$ cat src/rtl/alu_operand_stage.sv
`default_nettype none
// ============================================================================
// Module   : alu_operand_stage
// Purpose  : Operand-select stage between register-file read and the ALU,
//            with valid/ready handshakes and a one-entry skid buffer.
// Revision : 1.0 - initial release
// ============================================================================
module alu_operand_stage #(
  parameter int DATA_W   = 16,
  parameter int OFFSET_W = 8
) (
  input  logic                clk,
  input  logic                rst,
  input  logic                in_valid,
  output logic                in_ready,
  input  logic [DATA_W-1:0]   rd_q,
  input  logic [DATA_W-1:0]   rs_q,
  input  logic [DATA_W-1:0]   ldr_offset,
  input  logic [OFFSET_W-1:0] offset,
  input  logic [1:0]          alu_in_sel,
  input  logic                swap,
  output logic                out_valid,
  input  logic                out_ready,
  output logic [DATA_W-1:0]   alu_a,
  output logic [DATA_W-1:0]   alu_b
);

  localparam logic [1:0] c_SEL_ZEXT = 2'b00;
  localparam logic [1:0] c_SEL_RS   = 2'b01;
  localparam logic [1:0] c_SEL_LDR  = 2'b10;

  if (OFFSET_W < 1 || OFFSET_W > DATA_W) begin : g_bad_offset_w
    $error("alu_operand_stage: OFFSET_W must satisfy 1 <= OFFSET_W <= DATA_W");
  end

  logic [DATA_W-1:0] w_offset_zext;
  logic [DATA_W-1:0] w_offset_sext;
  logic [DATA_W-1:0] w_sel_b;
  logic [DATA_W-1:0] w_pair_a;
  logic [DATA_W-1:0] w_pair_b;
  logic              w_in_fire;
  logic              w_out_load;

  logic              r_skid_valid;
  logic [DATA_W-1:0] r_skid_a;
  logic [DATA_W-1:0] r_skid_b;
  logic              r_out_valid;
  logic [DATA_W-1:0] r_alu_a;
  logic [DATA_W-1:0] r_alu_b;

  // A full-width immediate needs no padding, so both extensions collapse to a pass-through.
  if (OFFSET_W == DATA_W) begin : g_ext_full
    assign w_offset_zext = offset;
    assign w_offset_sext = offset;
  end else begin : g_ext_pad
    assign w_offset_zext = {{(DATA_W-OFFSET_W){1'b0}}, offset};
    assign w_offset_sext = {{(DATA_W-OFFSET_W){offset[OFFSET_W-1]}}, offset};
  end

  always_comb begin
    w_sel_b = w_offset_sext;
    case (alu_in_sel)
      c_SEL_ZEXT: w_sel_b = w_offset_zext;
      c_SEL_RS:   w_sel_b = rs_q;
      c_SEL_LDR:  w_sel_b = ldr_offset;
      default:    w_sel_b = w_offset_sext;
    endcase
  end

  assign w_pair_a   = swap ? w_sel_b : rd_q;
  assign w_pair_b   = swap ? rd_q    : w_sel_b;
  assign w_in_fire  = in_valid & ~r_skid_valid;
  assign w_out_load = ~r_out_valid | out_ready;

  // The skid entry always holds the older operation, so it drains before new input.
  always_ff @(posedge clk or posedge rst) begin
    if (rst) begin
      r_skid_valid <= 1'b0;
      r_skid_a     <= '0;
      r_skid_b     <= '0;
      r_out_valid  <= 1'b0;
      r_alu_a      <= '0;
      r_alu_b      <= '0;
    end else if (w_out_load) begin
      if (r_skid_valid) begin
        r_out_valid  <= 1'b1;
        r_alu_a      <= r_skid_a;
        r_alu_b      <= r_skid_b;
        r_skid_valid <= 1'b0;
      end else if (w_in_fire) begin
        r_out_valid  <= 1'b1;
        r_alu_a      <= w_pair_a;
        r_alu_b      <= w_pair_b;
      end else begin
        r_out_valid  <= 1'b0;
      end
    end else if (w_in_fire) begin
      r_skid_valid <= 1'b1;
      r_skid_a     <= w_pair_a;
      r_skid_b     <= w_pair_b;
    end
  end

  assign in_ready  = ~r_skid_valid;
  assign out_valid = r_out_valid;
  assign alu_a     = r_alu_a;
  assign alu_b     = r_alu_b;

endmodule
`default_nettype wire

$ cat config.mk
export PLATFORM = sky130hd
export DESIGN_NAME = alu_operand_stage
export DESIGN_NICKNAME = d
export VERILOG_FILES = /design/src/rtl/alu_operand_stage.sv
export SDC_FILE = /design/constraint.sdc
export NUM_CORES = 1
export LEC_CHECK = 0
export BUFFER_PORTS_ARGS = -buffer_cell sky130_fd_sc_hd__buf_2
export CORE_UTILIZATION = 40
export DETAILED_ROUTE_END_ITERATION = 8
export PLACE_DENSITY = 0.72
export SETUP_SLACK_MARGIN = 0.05
export SLEW_MARGIN = 20
export SYNTH_ARGS = -nofsm -noshare
export SYNTH_HDL_FRONTEND = slang
export SYNTH_SLANG_ARGS = --single-unit
$ cat constraint.sdc
create_clock -name clk -period 2.23 [get_ports clk]
set_input_delay 0.3345 -clock clk [delete_from_list [all_inputs] [get_ports clk]]
set_output_delay 0.3345 -clock clk [all_outputs]
set_load 0.01 [all_outputs]
# Yosys cells after proc, flatten, opt, wreduce, memory -nomap -nowiden

Cells that the tools add are included.

Shift operators: 0
Add/sub/neg operators: 0
Equal/unequal tests: 2
$lt $le $gt $ge: 0
Reductions and logical operators: 5
Mux-type cells: 11
Multiply operators: 0
Divide/modulo/power cells: 0
Bitwise gates (word level): 5

Operators by type and width:

| operator                                      | count |
|---|---|
| 2-to-1 mux 16 bit                             | 6 |
| case mux 16 bit (3 select lines)              | 1 |
| 2-to-1 mux 1 bit                              | 4 |
| AND reduction 2 bit                           | 2 |
| nonzero test 2 bit                            | 2 |
| NOT 1 bit                                     | 3 |
| == test 2 x 1 -> 1 bit, second input constant | 1 |
| == test 2 bit, second input constant          | 1 |
| logical NOT 2 bit                             | 1 |
| bitwise AND 1 bit                             | 1 |
| OR 1 bit                                      | 1 |

Word-level logic and storage cells: 29
Input bits: 63
ROM bits: 0
Output and inout port bits: 34
Latch bits: 0
Memory bits (writable): 0
Flip-flop bits (word level): 66
Memories: 0

# Longest topological paths before layout

Gate-level depths: netlist (run 1).

Word-level depth: 5
Gate-level depth with buffers: 7
Gate-level depth less buffers: 4

# Worst setup path before layout (run 1)

No wires, ideal clock.

Path kind: in2reg
Start point: in alu_in_sel[1]
End point: reg r_alu_a[5] (netlist: alu_a[5])
Arrival time: 1.356 ns
Cell stages on the path: 6
Required time: 2.109 ns
Slack: 0.753 ns
Cells stage by stage: buf_6 -> buf_6 -> mux2i_1 -> o22ai_1 -> a211o_1 -> a22o_1

Word-level cells in the longest chain between the ends: 5

RTL lines:

| item                                        | line | RTL |
|---|---|---|
| start, declared                             | 20   | `input logic [1:0] alu_in_sel,` |
| == test 2 bit, or another cell as far along | 62   | `case (alu_in_sel)` |
| case mux 16 bit (3 select lines) *          | 62   |  |
| 2-to-1 mux 16 bit *                         | 70   | `assign w_pair_a = swap ? w_sel_b : rd_q;` |
| 2-to-1 mux 16 bit *                         | 90   | `end else if (w_in_fire) begin` |
| 2-to-1 mux 16 bit *                         | 85   | `if (r_skid_valid) begin` |
| end signal, assigned                        | 87   | `r_alu_a <= r_skid_a;` |
| end signal, assigned                        | 92   | `r_alu_a <= w_pair_a;` |
| end, declared                               | 48   | `logic [DATA_W-1:0] r_alu_a;` |

Every way passes the cells marked *; elsewhere a longest branch is shown, timed or not. The select of a mux whose other input is x is not followed.
A chain may end at the register's enable or synchronous reset.

# Worst setup path after layout (run 1)

Start point: reg r_skid_valid
End point: reg r_alu_a[15] (netlist: alu_a[15])

Word-level cells in the longest chain between the ends: 4

RTL lines:

| item                          | line | RTL |
|---|---|---|
| start, declared               | 44   | `logic r_skid_valid;` |
| start signal, assigned        | 78   | `r_skid_valid <= 1'b0;` |
| start signal, assigned        | 89   | `r_skid_valid <= 1'b0;` |
| start signal, assigned        | 98   | `r_skid_valid <= 1'b1;` |
| NOT 1 bit                     | 72   | `assign w_in_fire = in_valid & ~r_skid_valid;` |
| bitwise AND 1 bit             | 72   |  |
| nonzero test 2 bit (no line)  | n/a  |  |
| AND reduction 2 bit (no line) | n/a  |  |

Several ways; a longest one is shown, not always the timed one.

==> results.cfg, run 1 <==
[routing]
drc_errors = 0
vias = 3268
drt_iter0_drc = 298
drt-total-wl_mm = 9.91
routedWlPerCell_um = 17.4
post_drt_via_cell_ratio = 5.73
ant_nets = 0
first_pass_iters = 6

[die]
start_util_pct = 41.9
core_um2 = 8340
rows = 33
dieHeight_um = 95.5
dieArea_um2 = 9120
dieWidth_um = 95.5
ios = 97

[synthesis]
yosys.area.top_type = dfrtp_1
synth.distinct_cells = 28
synthesis.area_um2 = 3500
synth-seq-cells = 66
ys_top_cells_by_area = dfrtp_1 (47%), a21oi_1 (8.0%), a22oi_1 (5.2%)
synth.avg_cell_area_um2 = 9.33
synthArstFlopShare_pct = 100
yosysTopAreaCellShare_pct = 47.2
synth.yosys.seq_area_share_pct = 47.2
ys_warn_count = 0
synth-main-ff-cell = dfrtp_1
syn_nets = 438
synth_cells = 375
synth_edf_count = 0

[worst_setup_path]
start_kind = flip-flop
critPathMaxFanout = 15
cp-end-kind = flip-flop
critical_path_class = reg -> reg
required_ns = 2.49
arrival_ns = 1.93

[clock_tree]
cts_tree = yes
clock-root-buffer = clkbuf_8
numCtsBuffers = 9
cts_sinks = 66
hold_buffers = 0
post_cts_resized = 0
htreeDepth = 3
clk_pin_slew_ns = 0.08
cts_buffer_depth = 2
insertion_delay_ns = 0.34
post_cts_buffers = 0

[min_path]
hold_class = in -> async

[timing]
worst_clock_skew_ns = 0.0109
rsz0062_at_grt = no
min_period_ns = 1.67
hold_viol_final = 0
worstMarginPinSlew_ns = 0.750
fin_crit_sh_pct = 75.0
tns_ns = 0
max_slew_margin_pct = 50.0
setup_viol = 0
max_freq_mhz = 598
drv_slew = 0

[global_routing]
met2_usage_pct = 35.1
antenna_found_initial = 0
top_usage_layer = met2
grt_pass1_wl_mm = 15.5
grt_max_degree = 67
grt_pass1_vias = 3096
grt_overflow = 0
grt_use_met1_pct = 31.3
gr-usage-met3_pct = 4.15
grt_usage_pct = 22.6

[cells_and_area]
fin_area_um2 = 4320
drive_gt1_share_pct = 28.6
final_nets = 523
final_common_cell = buf_2
layout_common_cells = buf_2 (96), dfrtp_1 (66), a21oi_1 (56), nand2_1 (34), nor2_1 (34)
synthToLayoutAreaGrowth_pct = 23.5
n_antenna_cell = 0

[pwr]
power.density_nw_per_um2 = 908
p_leak_nw = 2.00
ir_drop_mv = 0.317

[placement]
place_congestion = 0.912
io_buffer_count = 96
dpl_cell_area_um2 = 4040
dp_hpwl_mm = 6.92

[flow_run]
max_cap_viol_count = 0

[run_status]
status = complete, no violations
## power by group
| part | internal [mW] | switching, mW | leakage [nW] | total [mW] |
|---|---|---|---|---|
| clock network | 0.891 | 0.486 | 0.137 | 1.38 |
| logic | 0.404 | 0.520 | 1.08 | 0.924 |
| registers | 1.46 | 0.157 | 0.782 | 1.62 |
| total | 2.76 | 1.16 | 2.00 | 3.92 |
## cells in the mapped netlist (all sizes together) (16+ instances only)
master and number:
clkbuf 17, dfrtp 66, o22ai 16, nor2 36, a22oi 24, mux2i 16, a21oi 56, o21a 16
o21ai 17, buf 18, nand2 34
## worst paths after layout
path	startpoint	end	slack, ns	cells after the start
min in group clk	in_valid	out_valid	0.26	3
min	rst	alu_b[4]	0.06	3
min reg2reg	alu_b[3]	alu_b[3]	0.48	2
max	r_skid_valid	alu_a[15]	0.56	4
max reg2reg	r_skid_valid	alu_a[15]	0.56	4
max in group asynchronous	rst	r_skid_a[1]	1.88	3
## cell families after synthesis
kind of cell    synth area share, %
flops                          47.2
mux                            7.15
compound gates                 31.0
buf+inv                        5.47
simple gates                   9.12
## sequential cells by signal, indices dropped and copies added (netlist names)
signal        count
alu_a            16
r_skid_a         16
r_skid_valid      1
r_skid_b         16
alu_b            16
out_valid         1
## area by class of cell
type	count	area (um^2)
fillers	755	4020
multi-input cells	271	1660
flip-flops and latches	66	1650
repair buffers	109	591
clock buffers	10	138
clock inverters	6	138
well taps	105	131
inverters	3	11.3
## metal layers
| layer | up-vias | share of wire (%) | wire [um] |
|---|---|---|---|
| met5 | - | 0 | 0 |
| met4 | 0 | 1.6 | 154 |
| met3 | 14 | 6.0 | 596 |
| met2 | 117 | 48 | 4770 |
| met1 | 1591 | 44 | 4390 |
| li1 | 1546 | - | - |
## worst max-delay path, stage by stage (launching register included)
cell	delay, ns
dfrtp_1	0.43
o21ai_2	0.63
buf_4	0.32
a22oi_1	0.09
o21ai_1	0.12
## metrics by stage
step	instances	setup WS (ns)	power [mW]	hold WS, ns	utilization (%)
after global routing	570	0.437	4.13	0.0800	51.8
after detailed placement	554	0.287	2.56	0.438	48.5
after floorplan	375	0.241	2.20	0.446	-
final	570	0.558	3.92	0.0644	51.8
after global placement	554	0.347	2.52	0.434	48.5
after CTS	570	0.340	3.94	0.0671	51.8
Note: power is estimated with default switching activity, not from simulation.
==> inputs of run 2 (changes only) <==
PLACE_DENSITY = 0.74   (was 0.72)
clock period = 1.45 ns   (was 2.23 ns; I/O delays follow)
==> run 2 against run 1 <==
  * First-iteration DRC count decreased by 20%
  * Final cell count is 2.3% higher
  * Power increased by 43%
  * Flip-flop and latch count unchanged
==> results.cfg, run 2 (same netlist as run 1, synthesis figures left out) <==
[run_status]
status = complete, no violations

[worst_setup_path]
reg2reg_to = r_skid_a[8]
critPathMaxFanout = 8
max_stage_delay_ns = 0.44
cp_top_family = flip-flops
cp_num_cells = 6
endpoint = r_skid_a[8]
critPathBufInv = 2
reg2reg_from = r_skid_valid
critical_path_class = reg -> reg
arrival_ns = 1.59
cp-end-kind = flip-flop
worstPathCellList = nand2b_4 -> nor2_4 -> buf_12 -> clkbuf_16 -> nor2_1 -> a21oi_1
start_kind = flip-flop
cp_slowest_cell = dfrtp_1
ff2ff_setup_slack_ns = 0.11
required_ns = 1.70
ff2ff_path_depth = 6
startpoint = r_skid_valid

[routing]
post_drt_via_cell_ratio = 5.79
drt-total-wl_mm = 10.1
drc_errors = 0
routedWlPerCell_um = 17.4
ant_nets = 0
drt_iter0_drc = 239
vias = 3376
first_pass_iters = 5

[global_routing]
top_usage_layer = met2
met2_usage_pct = 35.0
grt_use_met1_pct = 29.7
grt_overflow = 0
antenna_found_initial = 0
grt_max_degree = 33
grt_pass1_wl_mm = 15.3
grt_usage_pct = 22.2
grt_pass1_vias = 3130
gr-usage-met3_pct = 3.99

[cells_and_area]
layout_common_cells = buf_2 (96), dfrtp_1 (66), a21oi_1 (56), nand2_1 (34), nor2_1 (34)
final_common_cell = buf_2
synthToLayoutAreaGrowth_pct = 28.8
drive_gt1_share_pct = 30.5
final_nets = 536
fill_cells = 757
n_antenna_cell = 0
fin_area_um2 = 4510

[die]
rows = 33
ios = 97
dieArea_um2 = 9120
core_um2 = 8340
start_util_pct = 41.9
dieWidth_um = 95.5
dieHeight_um = 95.5

[timing]
fin_crit_sh_pct = 92.6
hold_ws_ns = 0.178
worstMarginPinSlew_ns = 0.523
drv_slew = 0
setup_viol = 0
rsz0062_at_grt = yes
max_slew_margin_pct = 65.0
max_freq_mhz = 745
min_period_ns = 1.34
worst_clock_skew_ns = 0.00565
hold_viol_final = 0

[clock_tree]
clk_pin_slew_ns = 0.07
cts_tree = yes
cts_sinks = 66
clock-root-buffer = clkbuf_8
insertion_delay_ns = 0.34
htreeDepth = 3
numCtsBuffers = 9
cts_buffer_depth = 2

[placement]
place_congestion = 0.914
dpl_cell_area_um2 = 4210
dp_hpwl_mm = 7.08
io_buffer_count = 96

[pwr]
ir_drop_mv = 0.479
power.density_nw_per_um2 = 1240
p_leak_nw = 2.07

[min_path]
hold_class = in -> reg

[flow_run]
max_cap_viol_count = 0
run 2: changes by cell type in the layout (fill, tap and decap cells not counted), moves of 2 or more:
cell        delta
nand2b_1       -2
clkinv_4       -2
buf_4          +2
bufinv_16      -3
clkbuf_16      +2
clkinvlp_4     +3
buf_12         +8
run 2: final cells by class:
class,count,area (um^2),share of cell area [%]
Multi-Input combinational cell,271,1680,37.2
Tap cell,105,131,2.92
Sequential cell,66,1650,36.7
Clock inverter,4,50.0,1.11
Clock buffer,12,155,3.44
Timing Repair Buffer,122,826,18.3
Inverter,3,15.0,0.333
run 2: worst min-delay path by stage:
stage	cells after the start	slack, ns	to	startpoint
6_report	3	0.18	out_valid	in_valid
4_1_cts	3	0.14	out_valid	in_valid
2_1_floorplan	2	0.33	out_valid	in_valid
5_1_grt	3	0.22	out_valid	in_valid
3_3_place_gp	2	0.28	alu_b[0]	rst
3_5_place_dp	2	0.28	alu_b[1]	rst
run 2: metal layers:
| metal | vias up | wire length, um | part of all wire (%) |
|---|---|---|---|
| met5 | - | 0 | 0 |
| met4 | 0 | 248 | 2.4 |
| met3 | 23 | 756 | 7.5 |
| met1 | 1619 | 4200 | 41 |
| met2 | 167 | 4940 | 49 |
| li1 | 1567 | - | - |
run 2: repair_timing:
| item | 4_1_cts | 5_1_grt |
|---|---|---|
| resized for setup | 1 | 3 |
| setup buffers | 0 | 1 |
| setup endpoints to repair | 16 | 29 |
| pin swaps | 0 | 4 |
| gates cloned | 0 | 2 |
| hold endpoints to repair | 15 | 0 |
| hold buffers | 1 | 0 |
run 2: stage by stage:
step	setup TNS [ns]	total power, mW	util [%]	setup slack [ns]	std cells
after floorplan	0	3.38	-	0.0537	375
after global placement	-4.33	3.94	50.4	-0.139	563
after detailed placement	-5.46	4.00	50.4	-0.186	563
after CTS	0	5.59	53.1	0.0713	580
after global routing	0	5.91	54.0	0.0105	583
final	0	5.61	54.0	0.108	583
run 2: worst reg2reg max path: stages (launching register included):
cell	delay (ns)
dfrtp_1	0.44
nand2b_4	0.19
nor2_4	0.17
buf_12	0.14
clkbuf_16	0.15
nor2_1	0.05
a21oi_1	0.14
run 2: where the power goes:
group	internal [mW]	switching (mW)	total, mW
combinational	0.695	0.824	1.52
sequential	2.25	0.240	2.49
clock	0.886	0.710	1.60
